`config.mk`:
```
export PLATFORM = sky130hd
export DESIGN_NAME = hand_tracker_flat
export DESIGN_NICKNAME = d
export VERILOG_FILES = /design/src/rtl/hand_tracker_if.sv /design/src/rtl/hand_tracker.sv /design/src/flat_wrapper.sv
export SDC_FILE = /design/constraint.sdc
export NUM_CORES = 1
export LEC_CHECK = 0
export CAP_MARGIN = 0
export CORE_MARGIN = 4
export CORE_UTILIZATION = 45
export CTS_BUF_LIST = sky130_fd_sc_hd__clkbuf_2 sky130_fd_sc_hd__clkbuf_4 sky130_fd_sc_hd__clkbuf_8
export DETAILED_ROUTE_END_ITERATION = 8
export PLACE_DENSITY = 0.76
export SLEW_MARGIN = 10
export SYNTH_ARGS = -nofsm -noshare
export SYNTH_HDL_FRONTEND = slang
export SYNTH_SLANG_ARGS = --single-unit
```
`constraint.sdc`:
```
create_clock -name clk -period 1.9 [get_ports clk]
set_clock_uncertainty 0.15 [all_clocks]
set_input_delay 0.285 -clock clk [delete_from_list [all_inputs] [get_ports clk]]
set_output_delay 0.285 -clock clk [all_outputs]
set_load 0.02 [all_outputs]
```
`src/rtl/hand_tracker_if.sv`:
```
// Play handshake between a player and the hand tracker.
// A play transfers on a rising clk edge where play_valid and play_ready are
// both 1; play_card is only meaningful in that cycle. The tracker answers with
// a one-cycle accept or reject pulse in the cycle after the transfer.
interface hand_tracker_if;
    logic       play_valid;
    logic [3:0] play_card;
    logic       play_ready;
    logic       accept;
    logic       reject;

    modport master (
        output play_valid,
        output play_card,
        input  play_ready,
        input  accept,
        input  reject
    );

    modport slave (
        input  play_valid,
        input  play_card,
        output play_ready,
        output accept,
        output reject
    );
endinterface

```
`src/rtl/hand_tracker.sv`:
```
// Hand tracker for a nine-card game (cards 0..8).
// Keeps the mask of cards still held, checks each offered play against it,
// reports accept/reject for one cycle and counts accepted plays up to 9.
module hand_tracker (
    input  logic                 clk,
    input  logic                 rst,
    input  logic                 start_i,
    hand_tracker_if.slave        play_if,
    output logic [8:0]           p_card_o,
    output logic [3:0]           card_out_o,
    output logic                 card_color_o,
    output logic [3:0]           round_o,
    output logic                 done_o,
    output logic [1:0]           state_o
);

    typedef enum logic [1:0] {
        S_IDLE   = 2'd0,
        S_WAIT   = 2'd1,
        S_RESULT = 2'd2,
        S_DONE   = 2'd3
    } state_t;

    state_t     state_q, state_d;
    logic [8:0] p_card_q, p_card_d;
    logic [3:0] round_q, round_d;
    logic [3:0] card_out_q, card_out_d;
    logic       card_color_q, card_color_d;
    logic       accept_q, accept_d;
    logic       reject_q, reject_d;

    // One-hot mask of the offered card; shifting past bit 8 yields zero,
    // so out-of-range cards never match a held card.
    logic [8:0] card_mask;
    logic       play_legal;

    // Legality of the offered card against the current hand.
    always_comb begin
        card_mask  = 9'h001 << play_if.play_card;
        play_legal = (play_if.play_card <= 4'd8) && (|(p_card_q & card_mask));
    end

    // Next-state and datapath updates; start overrides any play.
    always_comb begin
        state_d      = state_q;
        p_card_d     = p_card_q;
        round_d      = round_q;
        card_out_d   = card_out_q;
        card_color_d = card_color_q;
        accept_d     = 1'b0;
        reject_d     = 1'b0;

        if (start_i) begin
            state_d  = S_WAIT;
            p_card_d = 9'h1FF;
            round_d  = 4'd0;
        end else begin
            case (state_q)
                S_WAIT: begin
                    if (play_if.play_valid) begin
                        state_d = S_RESULT;
                        if (play_legal) begin
                            p_card_d     = p_card_q & ~card_mask;
                            round_d      = (round_q >= 4'd9) ? 4'd9 : round_q + 4'd1;
                            card_out_d   = play_if.play_card;
                            card_color_d = play_if.play_card[0];
                            accept_d     = 1'b1;
                        end else begin
                            reject_d = 1'b1;
                        end
                    end
                end
                S_RESULT: begin
                    state_d = (round_q == 4'd9) ? S_DONE : S_WAIT;
                end
                default: begin
                    // IDLE and DONE hold until start or reset.
                    state_d = state_q;
                end
            endcase
        end
    end

    // State and datapath registers with asynchronous reset.
    always_ff @(posedge clk or posedge rst) begin
        if (rst) begin
            state_q      <= S_IDLE;
            p_card_q     <= 9'h000;
            round_q      <= 4'd0;
            card_out_q   <= 4'd0;
            card_color_q <= 1'b0;
            accept_q     <= 1'b0;
            reject_q     <= 1'b0;
        end else begin
            state_q      <= state_d;
            p_card_q     <= p_card_d;
            round_q      <= round_d;
            card_out_q   <= card_out_d;
            card_color_q <= card_color_d;
            accept_q     <= accept_d;
            reject_q     <= reject_d;
        end
    end

    // Outputs decoded straight from registers so they change only at edges or reset.
    always_comb begin
        play_if.play_ready = (state_q == S_WAIT);
        play_if.accept     = accept_q;
        play_if.reject     = reject_q;
        p_card_o           = p_card_q;
        card_out_o         = card_out_q;
        card_color_o       = card_color_q;
        round_o            = round_q;
        done_o             = (state_q == S_DONE);
        state_o            = state_q;
    end

endmodule
```
`src/flat_wrapper.sv`:
```
// flat-port wrapper written by rule: the top's interface ports become plain ports
module hand_tracker_flat 
  (clk, rst, start_i, p_card_o, card_out_o, card_color_o, round_o, done_o, state_o, play_if_play_valid, play_if_play_card, play_if_play_ready, play_if_accept, play_if_reject);
  hand_tracker_if play_if_i ();
  input  logic clk;
  input  logic rst;
  input  logic start_i;
  output logic [8:0] p_card_o;
  output logic [3:0] card_out_o;
  output logic card_color_o;
  output logic [3:0] round_o;
  output logic done_o;
  output logic [1:0] state_o;
  input wire logic [$bits(play_if_i.play_valid)-1:0] play_if_play_valid;
  input wire logic [$bits(play_if_i.play_card)-1:0] play_if_play_card;
  output wire logic [$bits(play_if_i.play_ready)-1:0] play_if_play_ready;
  output wire logic [$bits(play_if_i.accept)-1:0] play_if_accept;
  output wire logic [$bits(play_if_i.reject)-1:0] play_if_reject;
  assign play_if_i.play_valid = play_if_play_valid;
  assign play_if_i.play_card = play_if_play_card;
  assign play_if_play_ready = play_if_i.play_ready;
  assign play_if_accept = play_if_i.accept;
  assign play_if_reject = play_if_i.reject;
  hand_tracker u_core (.clk(clk), .rst(rst), .start_i(start_i), .play_if(play_if_i), .p_card_o(p_card_o), .card_out_o(card_out_o), .card_color_o(card_color_o), .round_o(round_o), .done_o(done_o), .state_o(state_o));
endmodule
```
[After elaboration in Yosys (flattened, before gate mapping)]
Index checks and enable logic that the tools add are counted.
Word-level totals
  flip-flop bits (word level): 22
  input bits: 8
  memories: 0
  bits in latches: 0
  RAM bits: 0
  output and inout port bits: 24
  word-level logic and storage cells: 50
  memory bits (read-only): 0
Operators by class
  bitwise logic cells: 4
  mux-type cells: 21
  reductions and logical operators: 9
  shifts and indexed selects: 1
  order comparisons: 2
  divide/modulo/power cells: 0
  equal/unequal tests: 5
  add/subtract/negate cells: 1
  $mul: 0
Operator list (count)
  2-to-1 mux 9 bit: 4
  2-to-1 mux 4 bit: 5
  AND 9 bit: 2
  inverter 9 bit: 1
  OR reduction 9 bit: 1
  left shift 1 x 4 -> 9 bit, first input constant: 1
  2-to-1 mux 1 bit: 8
  2-to-1 mux 2 bit: 3
  nonzero test 2 bit: 3
  adder 4 x 1 -> 4 bit, second input constant: 1
  equality test 2 bit, second input constant: 2
  equality test 4 bit, second input constant: 1
  greater-or-equal comparator 4 bit, second input constant: 1
  <= comparator 4 bit, second input constant: 1
  one-hot mux 2 bit (2 select lines): 1
  AND reduction 4 bit: 1
  != test 3 bit, second input constant: 1
  AND reduction 3 bit: 1
  nonzero test 3 bit: 1
  equality test 2 x 1 -> 1 bit, second input constant: 1
  AND reduction 2 bit: 1
  logical AND 1 bit: 1
  inverter 1 bit: 1

[Depth between registers and ports, before layout]
  word-level depth: 8
  mapped depth: 7
  gate-level depth less buffers: 7

[Worst setup path after synthesis]
No wires, ideal clock.
  path type: flip-flop to flip-flop
  start: register u_core.state_q[0], in the netlist u_core.state_o[0]
  end: register u_core.card_out_q[0], in the netlist u_core.card_out_o[0]
  buffers on the path: 0
  path slack: 0.010 ns
  setup time: 0.125 ns
  data required time: 1.625 ns
  arrival: 1.615 ns
  clock period less this slack: 1.890 ns
  cell stages (with the launch flop): 6
  cell sequence: dfrtp_1 -> nor2b_1 -> nand2_1 -> nor2_1 -> nand2_4 -> mux2_4
On the way
  cells in the longest elaborated chain, start to end: 2
Ends and longest elaborated chain
  start: declaration: RTL line hand_tracker.sv:24  | state_t state_q, state_d;
  start signal: assignment: RTL line hand_tracker.sv:95  | state_q <= state_d;
  equality test 2 x 1 -> 1 bit
  named net play_if_play_ready: RTL line flat_wrapper.sv:16  | output wire logic [$bits(play_if_i.play_ready)-1:0] play_if_play_ready;
  AND reduction 4 bit (no line)
  end signal: assignment: RTL line hand_tracker.sv:98  | card_out_q <= card_out_d;
  end: declaration: RTL line hand_tracker.sv:27  | logic [3:0] card_out_q, card_out_d;
The timed path passes the listed nets, and every way through them passes these cells.
A chain may end at the register's enable or synchronous reset.

[Final worst setup path]
  start: register u_core.round_q[0], in the netlist u_core.round_o[0]
  end: output port round_o[0]
RTL lines
  start: declaration: RTL line hand_tracker.sv:26  | logic [3:0] round_q, round_d;
  start signal: assignment: RTL line hand_tracker.sv:97  | round_q <= round_d;
  end: declaration: RTL line flat_wrapper.sv:11  | output logic [3:0] round_o;
No word-level cell between the ends.

==> results.py <==
metrics = {
    "global_routing": {
        "globalRouteOverflowTotal": 0,
        "grt_pass1_wl_um": 4880,
        "grt_usage": 0.185,
        "antenna_found_initial": 0,
        "grt_pass1_vias": 1058,
        "grt_max_degree": 24,
    },
    "sta": {
        "final.setup.tns_ps": 0,
        "max_freq_ghz": 0.547,
        "rsz0062_at_grt": "no",
        "hold_slack_ps": 134,
        "timing.final.crit_share": 0.962,
        "postLayoutSetupSlackWorst_ps": 73.1,
        "worst_slew_pin_slew_ps": 362,
        "slew_violations": 0,
        "relSlewSlack": 0.759,
        "hold_viol": 0,
        "finalSetupViolations": 0,
        "min_period_ps": 1830,
    },
    "detailed_routing": {
        "routed-wl-met3_um": 174,
        "wl_met1_um": 1230,
        "vias": 1040,
        "detail_route.vias_per_cell": 5.33,
        "drc": 0,
        "ant_nets": 0,
        "firstDrtPassIters": 4,
        "first_iter_violations": 27,
        "wl_met2_um": 1420,
        "wl_um": 2840,
        "wire_per_inst_um": 14.5,
        "top_layer": "met4",
    },
    "yosys": {
        "synthTopCellsByArea": "dfrtp_1 (46%), mux2_4 (3.9%), nor2_1 (3.6%)",
        "yosys_warnings": 0,
        "syn_area_um2": 1150,
        "postSynthCellCount": 115,
        "avgSynthCellArea_um2": 10.0,
        "synth-seq-cells": 21,
        "syn_nets": 126,
        "synth_top_cell_area_share": 0.456,
        "synth.distinct_cells": 39,
        "synth_top_area_cell": "dfrtp_1",
        "ys_seq_area_frac": 0.456,
    },
    "layout": {
        "final_common_cell": "clkdlybuf4s50_1",
        "seqCellArea_um2": 527,
        "fin_nets": 177,
        "final_util": 0.685,
        "syn_to_final_growth_pct": 45.8,
        "multi_input_area_um2": 577,
        "mostFrequentLayoutCells": "clkdlybuf4s50_1 (25), buf_4 (22), dfrtp_1 (20), nor2_1 (11), a21oi_1 (8)",
        "nFillCells": 195,
        "diodes": 0,
        "drive_above_1_share": 0.236,
    },
    "power_and_ir_drop": {
        "intPower_mw": 0.752,
        "leakage_nw": 0.738,
        "p_sw_mw": 0.350,
        "total_power_mw": 1.10,
        "peakVddDrop_mv": 0.503,
        "pwr-share-clk": 0.207,
        "comb_power_share": 0.330,
        "p_per_area_nw_per_um2": 655,
        "swShare": 0.318,
        "seqPwrFrac": 0.463,
    },
    "clock_tree": {
        "htree_levels": 1,
        "cts_tree": "built",
        "clockBufferDepth": 2,
        "cts.sinks": 21,
        "cts_root_buf": "clkbuf_4",
        "clk_pin_slew_ps": 130,
        "clk_latency_ps": 310,
        "cts_buffers": 3,
    },
    "worst_setup_path": {
        "worstPathArrival_ps": 1390,
        "cp_slowest_cell": "clkdlybuf4s50_1",
        "r2r_start": "u_core.p_card_o[0]$_DFFE_PP0P_",
        "slowest_delay_ps": 630,
        "path_max_fanout": 7,
        "critical_path.top_delay_family": "buffers and inverters",
        "endpoint_kind": "output port",
        "r2r_slack_ps": 90,
        "required_ps": 1460,
        "cp_cell_sequence": "clkdlybuf4s50_1",
        "critical_path_class": "flip-flop to output port",
        "critPathLaunchType": "flip-flop",
        "worst-r2r-cell-count": 5,
        "r2r-end": "u_core.round_o[1]$_DFFE_PP0P_",
        "path_buf_inv": 1,
    },
    "flow_run": {
        "cap_violations": 0,
    },
    "die": {
        "num_rows": 18,
        "die_area_um2": 3440,
        "die_w_um": 58.6,
        "die_h_um": 58.6,
        "ioPinCount": 32,
        "start_util": 0.470,
        "core_area_um2": 2450,
    },
    "min_path": {
        "hold_path.class": "input port to async pin",
    },
    "outcome": {
        "status": "finished, final reports clean",
    },
    "placement": {
        "dp_slack_ps": -454,
        "gp_congestion": 0.847,
        "portBuffers": 31,
        "hpwl_um": 2070,
    },
}
[through the flow]
stage	cell area (µm²)	cells
global placement	1590	187
floorplan	1150	115
CTS	1680	196
global route	1680	195
detailed placement	1590	187
finish	1680	195
[Yosys cell counts]
| master | instances |
|---|---|
| mux2i_1 | 1 |
| buf_2 | 2 |
| nor4bb_2 | 1 |
| inv_1 | 5 |
| nand3_1 | 3 |
| nand2_4 | 1 |
| nor2b_1 | 3 |
| clkbuf_1 | 2 |
| o2bb2ai_1 | 2 |
| a22oi_2 | 1 |
| and3_1 | 2 |
| mux2_4 | 3 |
| ha_1 | 3 |
| nand2_1 | 7 |
| nand2b_1 | 3 |
| buf_4 | 2 |
| nor4b_1 | 1 |
| o211ai_1 | 1 |
| a211o_1 | 1 |
| nor3_1 | 4 |
| dfrtp_1 | 21 |
| and2_1 | 2 |
| a21oi_1 | 8 |
| nand4_1 | 1 |
| nand3b_1 | 3 |
| o221a_1 | 1 |
| mux2_2 | 1 |
| o31ai_1 | 1 |
| nand4bb_1 | 1 |
| o211ai_2 | 1 |
| buf_6 | 2 |
| a31oi_1 | 1 |
| o21ai_0 | 2 |
| a21o_1 | 3 |
| clkbuf_2 | 1 |
| nor4_1 | 5 |
| a211oi_1 | 1 |
| nor2_1 | 11 |
| and3b_1 | 1 |
[layer usage]
metal  global-route usage  vias to the layer above
met4               0.0615                        0
met3               0.0351                        4
met5                    0                        -
met1                0.237                      492
met2                0.314                       34
li1                     -                      510
[power by group through the flow]
stage	clock network (mW)	logic, mW	registers, mW
finish	0.228	0.364	0.510
global route	0.254	0.388	0.517
CTS	0.231	0.369	0.512
detailed placement	0	0.352	0.521
global placement	0	0.343	0.516
floorplan	0	0.153	0.559
[flip-flops by register name (all words and copies together), names as in the netlist]
name	cells
u_core.play_if.reject	1
u_core.card_out_o	4
u_core.round_o	4
u_core.state_o	2
u_core.play_if.accept	1
u_core.p_card_o	9
[what timing repair did]
item                                    CTS  global route
endpoints found under the hold margin     0             0
endpoints found under the setup margin   20            17
hold buffers                              0             0
resized for setup                        12             2
pin swaps                                 2             3
setup buffers                             5             0
[how the worst max path moves through the flow]
| stage | startpoint | endpoint | slack [ps] | cells past startpoint |
|---|---|---|---|---|
| 3_5_place_dp | play_if_play_card[2] | u_core.round_o[0]$_DFFE_PP0P_ | -450 | 7 |
| 2_1_floorplan | u_core.state_o[0]$_DFFE_PP0P_ | u_core.card_out_o[0]$_DFFE_PP0P_ | 10 | 5 |
| 5_1_grt | u_core.round_o[0]$_DFFE_PP0P_ | round_o[0] | 6 | 1 |
| 6_report | u_core.round_o[0]$_DFFE_PP0P_ | round_o[0] | 70 | 1 |
| 4_1_cts | play_if_play_card[1] | u_core.p_card_o[5]$_DFFE_PP0P_ | 0.9 | 8 |
| 3_3_place_gp | play_if_play_card[2] | u_core.p_card_o[3]$_DFFE_PP0P_ | -400 | 6 |
[worst min-delay path, stage by stage]
cell,delay [ps]
clkdlybuf4s50_1,390
inv_1,50
buf_4,260
[cell type report]
type                            count  area share
Clock inverter                      1     0.00298
Sequential cell                    21       0.313
Timing Repair Buffer               55       0.294
Tap cell                           30      0.0223
Multi-Input combinational cell     80       0.343
Clock buffer                        3      0.0134
Inverter                            5      0.0112
[cells by family (layout without fill, tap and decap cells)]
kind of cell,Yosys count,count (layout),synth area share
flip-flops,21,21,0.456
AND/OR/NAND/NOR,49,49,0.244
adder cells (fa/ha/maj),3,3,0.0325
multiplexers,5,5,0.0575
AO/OA/AOI/OAI,23,23,0.142
buffers and inverters,14,64,0.0683
No activity file was read; power rests on OpenSTA's default activity.
